### config.mk
export PLATFORM = sky130hd
export DESIGN_NAME = spi_arb_seq
export DESIGN_NICKNAME = d
export VERILOG_FILES = /design/src/rtl/spi_arb_seq.sv
export SDC_FILE = /design/constraint.sdc
export NUM_CORES = 1
export LEC_CHECK = 0
export ABC_AREA = 1
export BUFFER_PORTS_ARGS = -buffer_cell sky130_fd_sc_hd__buf_2
export CAP_MARGIN = 5
export CORE_ASPECT_RATIO = 0.6
export CORE_MARGIN = 5
export CORE_UTILIZATION = 30
export CTS_CLUSTER_DIAMETER = 60
export DETAILED_ROUTE_END_ITERATION = 16
export HOLD_SLACK_MARGIN = 0.06
export SYNTH_ARGS = -nofsm -noshare
export SYNTH_HDL_FRONTEND = slang
export SYNTH_SLANG_ARGS = --single-unit
export TNS_END_PERCENT = 100
### constraint.sdc
create_clock -name clk -period 2.05 [get_ports clk]
set_clock_uncertainty 0.05 [all_clocks]
set_input_delay 0.1025 -clock clk [delete_from_list [all_inputs] [get_ports clk]]
set_output_delay 0.1025 -clock clk [all_outputs]
set_load 0.02 [all_outputs]
### src/rtl/spi_arb_seq.sv
// spi_arb_seq: round-robin sequencer that shares one 16-bit SPI master between
// requesters A and B. It handles grant, start pulse, busy tracking, receive capture and watchdogs.
module spi_arb_seq #(
    parameter int GAP_CLKS  = 4,
    parameter int TMO_START = 8,
    parameter int TMO_XFER  = 2048,
    parameter int CW        = 12
) (
    input  logic        clk,
    input  logic        rst,
    input  logic        req_a,
    input  logic [15:0] tx_a,
    input  logic        left_a,
    input  logic        req_b,
    input  logic [15:0] tx_b,
    input  logic        left_b,
    output logic        gnt_a,
    output logic        gnt_b,
    output logic        done_a,
    output logic        done_b,
    output logic        err,
    output logic        err_src,
    output logic [15:0] rx_dat,
    output logic        spi_st,
    output logic [15:0] spi_tx,
    output logic        spi_left,
    input  logic        spi_en_tx,
    input  logic [15:0] spi_rx
);

    typedef enum logic [2:0] {
        S_IDLE,
        S_START,
        S_WAIT_BUSY,
        S_WAIT_DONE,
        S_GAP
    } state_t;

    localparam logic [CW-1:0] START_LAST = CW'(TMO_START - 1);
    localparam logic [CW-1:0] XFER_LAST  = CW'(TMO_XFER - 1);
    localparam logic [CW-1:0] CNT_MAX    = '1;

    state_t        state, state_nxt;
    logic [CW-1:0] cnt, cnt_nxt, cnt_inc;
    logic          owner, owner_nxt;   // 0 = A, 1 = B
    logic          last, last_nxt;     // most recent winner, used for tie-breaks
    logic          pick_a, pick_b, win;
    logic          start_tmo, xfer_end, xfer_tmo, gap_end;

    logic          gnt_a_nxt, gnt_b_nxt, done_a_nxt, done_b_nxt;
    logic          err_nxt, err_src_nxt, spi_st_nxt, spi_left_nxt;
    logic [15:0]   rx_dat_nxt, spi_tx_nxt;

    // A wins a tie only when B won last; B wins whenever it requests and A does not win.
    assign pick_a    = req_a && (!req_b || last);
    assign pick_b    = req_b && !pick_a;
    // A busy flag left over from an abandoned frame blocks arbitration until it clears.
    assign win       = (state == S_IDLE) && !spi_en_tx && (req_a || req_b);
    assign start_tmo = (state == S_WAIT_BUSY) && !spi_en_tx && (cnt == START_LAST);
    assign xfer_end  = (state == S_WAIT_DONE) && !spi_en_tx;
    assign xfer_tmo  = (state == S_WAIT_DONE) && spi_en_tx && (cnt == XFER_LAST);
    assign gap_end   = (state == S_GAP) && ((int'(cnt) + 1) >= GAP_CLKS);
    assign cnt_inc   = (cnt == CNT_MAX) ? cnt : cnt + 1'b1;

    // State register, with every output registered alongside it.
    always_ff @(posedge clk) begin
        if (rst) begin
            state    <= S_IDLE;
            cnt      <= '0;
            owner    <= 1'b0;
            last     <= 1'b1;
            gnt_a    <= 1'b0;
            gnt_b    <= 1'b0;
            done_a   <= 1'b0;
            done_b   <= 1'b0;
            err      <= 1'b0;
            err_src  <= 1'b0;
            rx_dat   <= '0;
            spi_st   <= 1'b0;
            spi_tx   <= '0;
            spi_left <= 1'b0;
        end else begin
            // NOTE: non-blocking assignments keep every register sampling pre-edge values.
            state    <= state_nxt;
            cnt      <= cnt_nxt;
            owner    <= owner_nxt;
            last     <= last_nxt;
            gnt_a    <= gnt_a_nxt;
            gnt_b    <= gnt_b_nxt;
            done_a   <= done_a_nxt;
            done_b   <= done_b_nxt;
            err      <= err_nxt;
            err_src  <= err_src_nxt;
            rx_dat   <= rx_dat_nxt;
            spi_st   <= spi_st_nxt;
            spi_tx   <= spi_tx_nxt;
            spi_left <= spi_left_nxt;
        end
    end

    // Next-state logic.
    always_comb begin
        // NOTE: defaults first, so every path assigns every signal and no latch is inferred.
        state_nxt = state;
        cnt_nxt   = cnt;
        owner_nxt = owner;
        last_nxt  = last;
        case (state)
            S_IDLE: begin
                if (win) begin
                    state_nxt = S_START;
                    owner_nxt = pick_b;
                    last_nxt  = pick_b;
                end
            end
            S_START: begin
                state_nxt = S_WAIT_BUSY;
                cnt_nxt   = '0;
            end
            S_WAIT_BUSY: begin
                if (spi_en_tx) begin
                    state_nxt = S_WAIT_DONE;
                    cnt_nxt   = '0;
                end else if (start_tmo) begin
                    state_nxt = S_GAP;
                    cnt_nxt   = '0;
                end else begin
                    cnt_nxt = cnt_inc;
                end
            end
            S_WAIT_DONE: begin
                if (xfer_end || xfer_tmo) begin
                    state_nxt = S_GAP;
                    cnt_nxt   = '0;
                end else begin
                    cnt_nxt = cnt_inc;
                end
            end
            S_GAP: begin
                if (gap_end) begin
                    state_nxt = S_IDLE;
                    cnt_nxt   = '0;
                end else begin
                    cnt_nxt = cnt_inc;
                end
            end
            default: state_nxt = S_IDLE;
        endcase
    end

    // Output logic: next values of the registered outputs.
    always_comb begin
        gnt_a_nxt    = gnt_a;
        gnt_b_nxt    = gnt_b;
        done_a_nxt   = 1'b0;
        done_b_nxt   = 1'b0;
        err_nxt      = 1'b0;
        err_src_nxt  = err_src;
        spi_st_nxt   = 1'b0;
        rx_dat_nxt   = rx_dat;
        spi_tx_nxt   = spi_tx;
        spi_left_nxt = spi_left;
        if (win) begin
            gnt_a_nxt    = pick_a;
            gnt_b_nxt    = pick_b;
            spi_st_nxt   = 1'b1;
            spi_tx_nxt   = pick_a ? tx_a : tx_b;
            spi_left_nxt = pick_a ? left_a : left_b;
        end else if (xfer_end) begin
            gnt_a_nxt  = 1'b0;
            gnt_b_nxt  = 1'b0;
            rx_dat_nxt = spi_rx;
            done_a_nxt = !owner;
            done_b_nxt = owner;
        end else if (start_tmo || xfer_tmo) begin
            gnt_a_nxt   = 1'b0;
            gnt_b_nxt   = 1'b0;
            err_nxt     = 1'b1;
            err_src_nxt = owner;
        end
    end

endmodule

# == After elaboration in Yosys (flattened, before gate mapping) ==
# Cells that the tools add are included.
# totals
register_bits,57
inputBits,55
out_inout_bits,40
# op_classes
n_addsub,2
magnitude_cmp,1
n_eq_ne,11
mux,20
bitwise,2
n_reduce_logical,27
# ops
op,n
$mux 12,5
$pmux 12 s4,1
$mux 16,1
$mux 3,5
$pmux 3 s5,1
$add 12x1->13 const B,1
$ge 13x3->1 const B,1
$add 12x1->12 const B,1
$eq 12x11->1 const B,1
$eq 12x12->1 const B,1
$eq 12x3->1 const B,1
$logic_and 1x1->1,10
$mux 1,7
$eq 3x2->1 const B,2
$reduce_or 3->1,2
$logic_not 1->1,4
$logic_or 1x1->1,4
$ne 2x2->1 const B,2
$reduce_and 2->1,2
$reduce_and 4->1,1
$reduce_bool 4->1,1
$eq 3x1->1 const B,1
$eq 3x3->1 const B,1
$logic_not 3->1,1
5 further kinds,6

# == Longest topological paths before layout ==
# depth
word_depth,7
depth_mapped,12
ltp_nobuf,12

# == Least setup slack after synthesis ==
# Ideal clock, no wire load.
# synth_path
kind,register to register
start,register cnt[1]
end,register cnt[0]
t_arrival_ps,1400
slack_ps,469
path_stages_with_launch,12
n_path_buf,1
period_less_slack_ps,1581
cell_sequence,dfxtp_1 ha_1 nand3_1 inv_2 nand2_4 inv_4 nand2_2 buf_6 xor2_1 inv_1 nand2_1 a21oi_2
# synth_between
elab_chain_len,5
elab_cells_between_ends,15
classes_between,add/sub: 1; order compare: 1; eq/ne: 3; mux: 6; reduce/logical: 4
# synth_lines
item,line_no,text
start: declaration,44,"logic [CW-1:0] cnt, cnt_nxt, cnt_inc;"
start signal: assignment,85,cnt <= cnt_nxt;
"$add 12x1->13, or another cell as far along",62,assign gap_end = (state == S_GAP) && ((int'(cnt) + 1) >= GAP_CLKS);
"$ge 13x3->1, or another cell as far along",62,
"$logic_and 1x1->1, or another cell as far along",62,
"$mux 12, on equally long branches","140, 121, 132",
$pmux 12 s4 (*),108,case (state)
# Mark *: on every way between the ends. The rest lies on a longest branch, timed or not.
# A chain may end at the register's enable or synchronous reset.

# == Worst setup path after layout ==
# layout_path
start,register cnt[1]
end,register cnt[3]
# layout_between
elab_chain_len,5
elab_cells_between_ends,16
classes_between,add/sub: 2; order compare: 1; eq/ne: 3; mux: 6; reduce/logical: 4
# layout_lines
item,line_no
"$add 12x1->13, or another cell as far along",62
"$ge 13x3->1, or another cell as far along",62
"$logic_and 1x1->1, or another cell as far along",62
"$mux 12, on equally long branches","140, 121, 132"
$pmux 12 s4 (*),108
# Marks and branches as above.

==> impl_metrics.csv <==
group,metric,value,unit
detailed_routing,drtIter0Drc,212,
worst_setup_path,endpoint_kind,"flop",
timing,hold_ws,0.166,ns
timing,finalCritPeriodShare,90.4,%
cts,cts_root_buf,"clkbuf_16",
die,num_rows,27,
worst_setup_path,r2r_slack,0.20,ns
yosys,syn_area,2920,µm²
global_route,gr-total-overflow,0,
die,fp.dieH,86.4,µm
detailed_routing,antenna_left,0,
layout,area_growth_syn_to_layout,48.6,%
die,fp.dieArea,11900,µm²
worst_setup_path,arrival,2.07,ns
yosys,synth.distinct_cells,35,
timing,setup_ws,0.198,ns
worst_setup_path,path_class,"reg2reg",
timing,rsz0062_at_grt,"no",
cts,worstSkewPairLatency,0.32,ns
cts,post-cts-setup-buffer-count,0,
yosys,synth_top_area_share,39.1,%
detailed_routing,drt_wl_total,9910,µm
yosys,yosys_warnings,0,
yosys,ys_ff_latch,57,
die,core,9320,µm²
detailed_routing,viasPerCell,4.79,
power,p_leak,2.13,nW
detailed_routing,drc,0,
timing,finalSetupViolCount,0,
die,die_w,137,µm
global_route,grt_max_degree,37,
timing,fmax,540,MHz
worst_setup_path,crit_required,2.26,ns
placement,portBuffers,94,
cts,cts_max_path_buffers,2,
power,switching_power,1.26,mW
global_route,grtUsageTotal,17.1,%
timing,slew_headroom,63.9,%
cts,clkSinkCount,57,
cts,cts_tree,"built",
timing,worst_pin_slew,0.538,ns
timing,final_max_slew_viol_count,0,
worst_setup_path,worstSetupEndpoint,"cnt[3]",
worst_setup_path,r2r_cells,12,
yosys,syn_inst,431,
cts,htree_levels,3,
job,cap_violations,0,
die,ios,95,
power,intPower,2.60,mW
cts,clk_pin_slew,0.05,ns
detailed_routing,wl_per_cell,14.0,µm
layout,drive_gt1_share,24.7,%
power,switching_share,32.6,%
power,ir_worst_vdd,650,µV
worst_setup_path,cp_max_fo,7,
detailed_routing,num_vias,3401,
power,p_clk_share,37.6,%
worst_setup_path,startpoint,"cnt[1]",
worst_setup_path,cp-start-kind,"flop",
layout,multi_input_area,1500,µm²
layout,fillers,934,
detailed_routing,first_pass_iters,5,
global_route,grt_pass1_wl,16100,µm
yosys,seq_area_frac_synth,39.1,%
layout,fin_nets,631,
timing,fin_crit,1.85,ns
yosys,synth_area_per_cell,6.77,µm²
placement,hpwl,6620,µm
cts,cts_buffers,9,
global_route,grt_pass1_vias,3318,
layout,ff_latch_area,1140,µm²
worst_setup_path,r2r-end,"cnt[3]",
global_route,antenna_found_initial,0,
power,pwr-share-comb,27.3,%
worst_hold_path,min_path_type,"in2reg",
die,initial_core_util,31.3,%
timing,totalNegativeSetupSlack,0,ns
placement,place_congestion,0.950,
power,power.density,889,nW/µm²
worst_setup_path,rr_startpoint,"cnt[1]",
yosys,synth_area_leaders,"dfxtp_1, nand2_1, o21ai_0, nor2_1, nand3_1",
yosys,postSynthNetCount,487,
power,seq_power_share,35.1,%
outcome,outcome,"finished clean",
layout,final_core_util,46.5,%
layout,antenna_cells,0,
yosys,yosysTopAreaCell,"dfxtp_1",
timing,finalHoldViolations,0,
placement,place_ws,0.201,ns
==> worst max-delay path: stages (launching register included) <==
cell and delay (ns):
dfxtp_1 0.40, ha_2 0.25, nand3_1 0.12, inv_2 0.10
nand2_4 0.08, inv_4 0.09, nand2_2 0.14, buf_12 0.18
nand2_2 0.05, nand4_1 0.09, o211ai_1 0.11, nand2_1 0.08
inv_1 0.05
==> stage by stage <==
| step | power, mW | instance area (µm²) | std cells |
|---|---|---|---|
| after floorplan | 1.98 | 2920 | 431 |
| after global routing | 4.09 | 4340 | 710 |
| after global placement | 2.32 | 3530 | 643 |
| after CTS | 3.87 | 4330 | 710 |
| final | 3.85 | 4340 | 710 |
| after detailed placement | 2.33 | 3530 | 643 |
==> metal layers <==
layer,part of all wire [%],track usage (%),vias to the layer above,wire length [µm]
li1,-,-,1697,-
met5,0,0,-,0
met3,10,6.90,15,1020
met2,42,25.8,162,4170
met1,46,22.4,1527,4600
met4,1.2,5.53,0,123
==> power by group through the flow <==
stage / Combinational [mW] / Sequential (mW) / Clock, mW
2_1_floorplan: 0.472 / 1.50 / 0
3_3_place_gp: 0.960 / 1.36 / 0
3_5_place_dp: 0.965 / 1.36 / 0
4_1_cts: 1.04 / 1.35 / 1.48
5_1_grt: 1.17 / 1.37 / 1.55
6_report: 1.05 / 1.35 / 1.45
==> state kept, by name, summed over array words and instances, names as in the netlist <==
name / cells
spi_tx: 16
gnt_b: 1
owner: 1
done_a: 1
state: 3
rx_dat: 16
spi_st: 1
spi_left: 1
cnt: 12
last: 1
gnt_a: 1
done_b: 1
err_src: 1
err: 1
==> area by class of cell <==
cell class | count | share of cell area (%)
Timing Repair Buffer | 154 | 24.5
Inverter | 47 | 4.13
Clock buffer | 13 | 5.77
Tap cell | 130 | 3.75
Sequential cell | 57 | 26.3
Clock inverter | 3 | 0.924
Multi-Input combinational cell | 306 | 34.6
==> what timing repair did <==
| item | CTS | global route |
|---|---|---|
| resized for setup | 0 | 2 |
| hold buffers | 51 | 0 |
| endpoints found under the hold margin | 35 | 0 |
| setup endpoints to repair | 0 | 2 |
==> worst min path at each step <==
| stage | startpoint | endpoint | slack (ns) | cells after the start |
|---|---|---|---|---|
| final | req_b | owner | 0.17 | 3 |
| after global routing | req_b | gnt_b | 0.18 | 3 |
| after CTS | req_b | owner | 0.15 | 3 |
| after detailed placement | spi_rx[3] | rx_dat[3] | 0.28 | 3 |
| after global placement | spi_rx[4] | rx_dat[4] | 0.28 | 3 |
| after floorplan | rst | spi_st | 0.14 | 1 |
==> cells in the mapped netlist (all sizes together) <==
master  count
o211ai     10
buf        11
nor3        8
a21oi       8
nor4        2
mux2i       1
o22ai       1
a31oi      18
ha          1
nand2     112
dfxtp      57
o21ai      42
inv        44
xnor2       1
clkbuf     10
clkinv      3
xor2        2
nand3      36
and3        1
nand4       6
nor2       57
==> cells in the final DEF (no fill, tap or decap), drive strengths merged <==
cell and instances:
a21oi 8, a31oi 18, and3 1, buf 103, bufinv 1, clkbuf 13, clkinv 5, dfxtp 57
dlygate4sd3 51, ha 1, inv 44, mux2i 1, nand2 112, nand3 36, nand4 6, nor2 57
nor3 8, nor4 2, o211ai 10, o21ai 42, o22ai 1, xnor2 1, xor2 2
==> kinds of logic (layout without fill, tap and decap cells) <==
kind of cell	Yosys count	in the layout	synth area share [%]
AOI/OAI and AO/OA	79	79	16.0
DFF	57	57	39.1
buffers and inverters	68	217	9.74
xor gates and xnor gates	3	3	0.901
and+or+nand+nor	222	222	33.5
muxes	1	1	0.343
adders and majority gates	1	1	0.429
No activity file was read; power rests on OpenSTA's default activity.
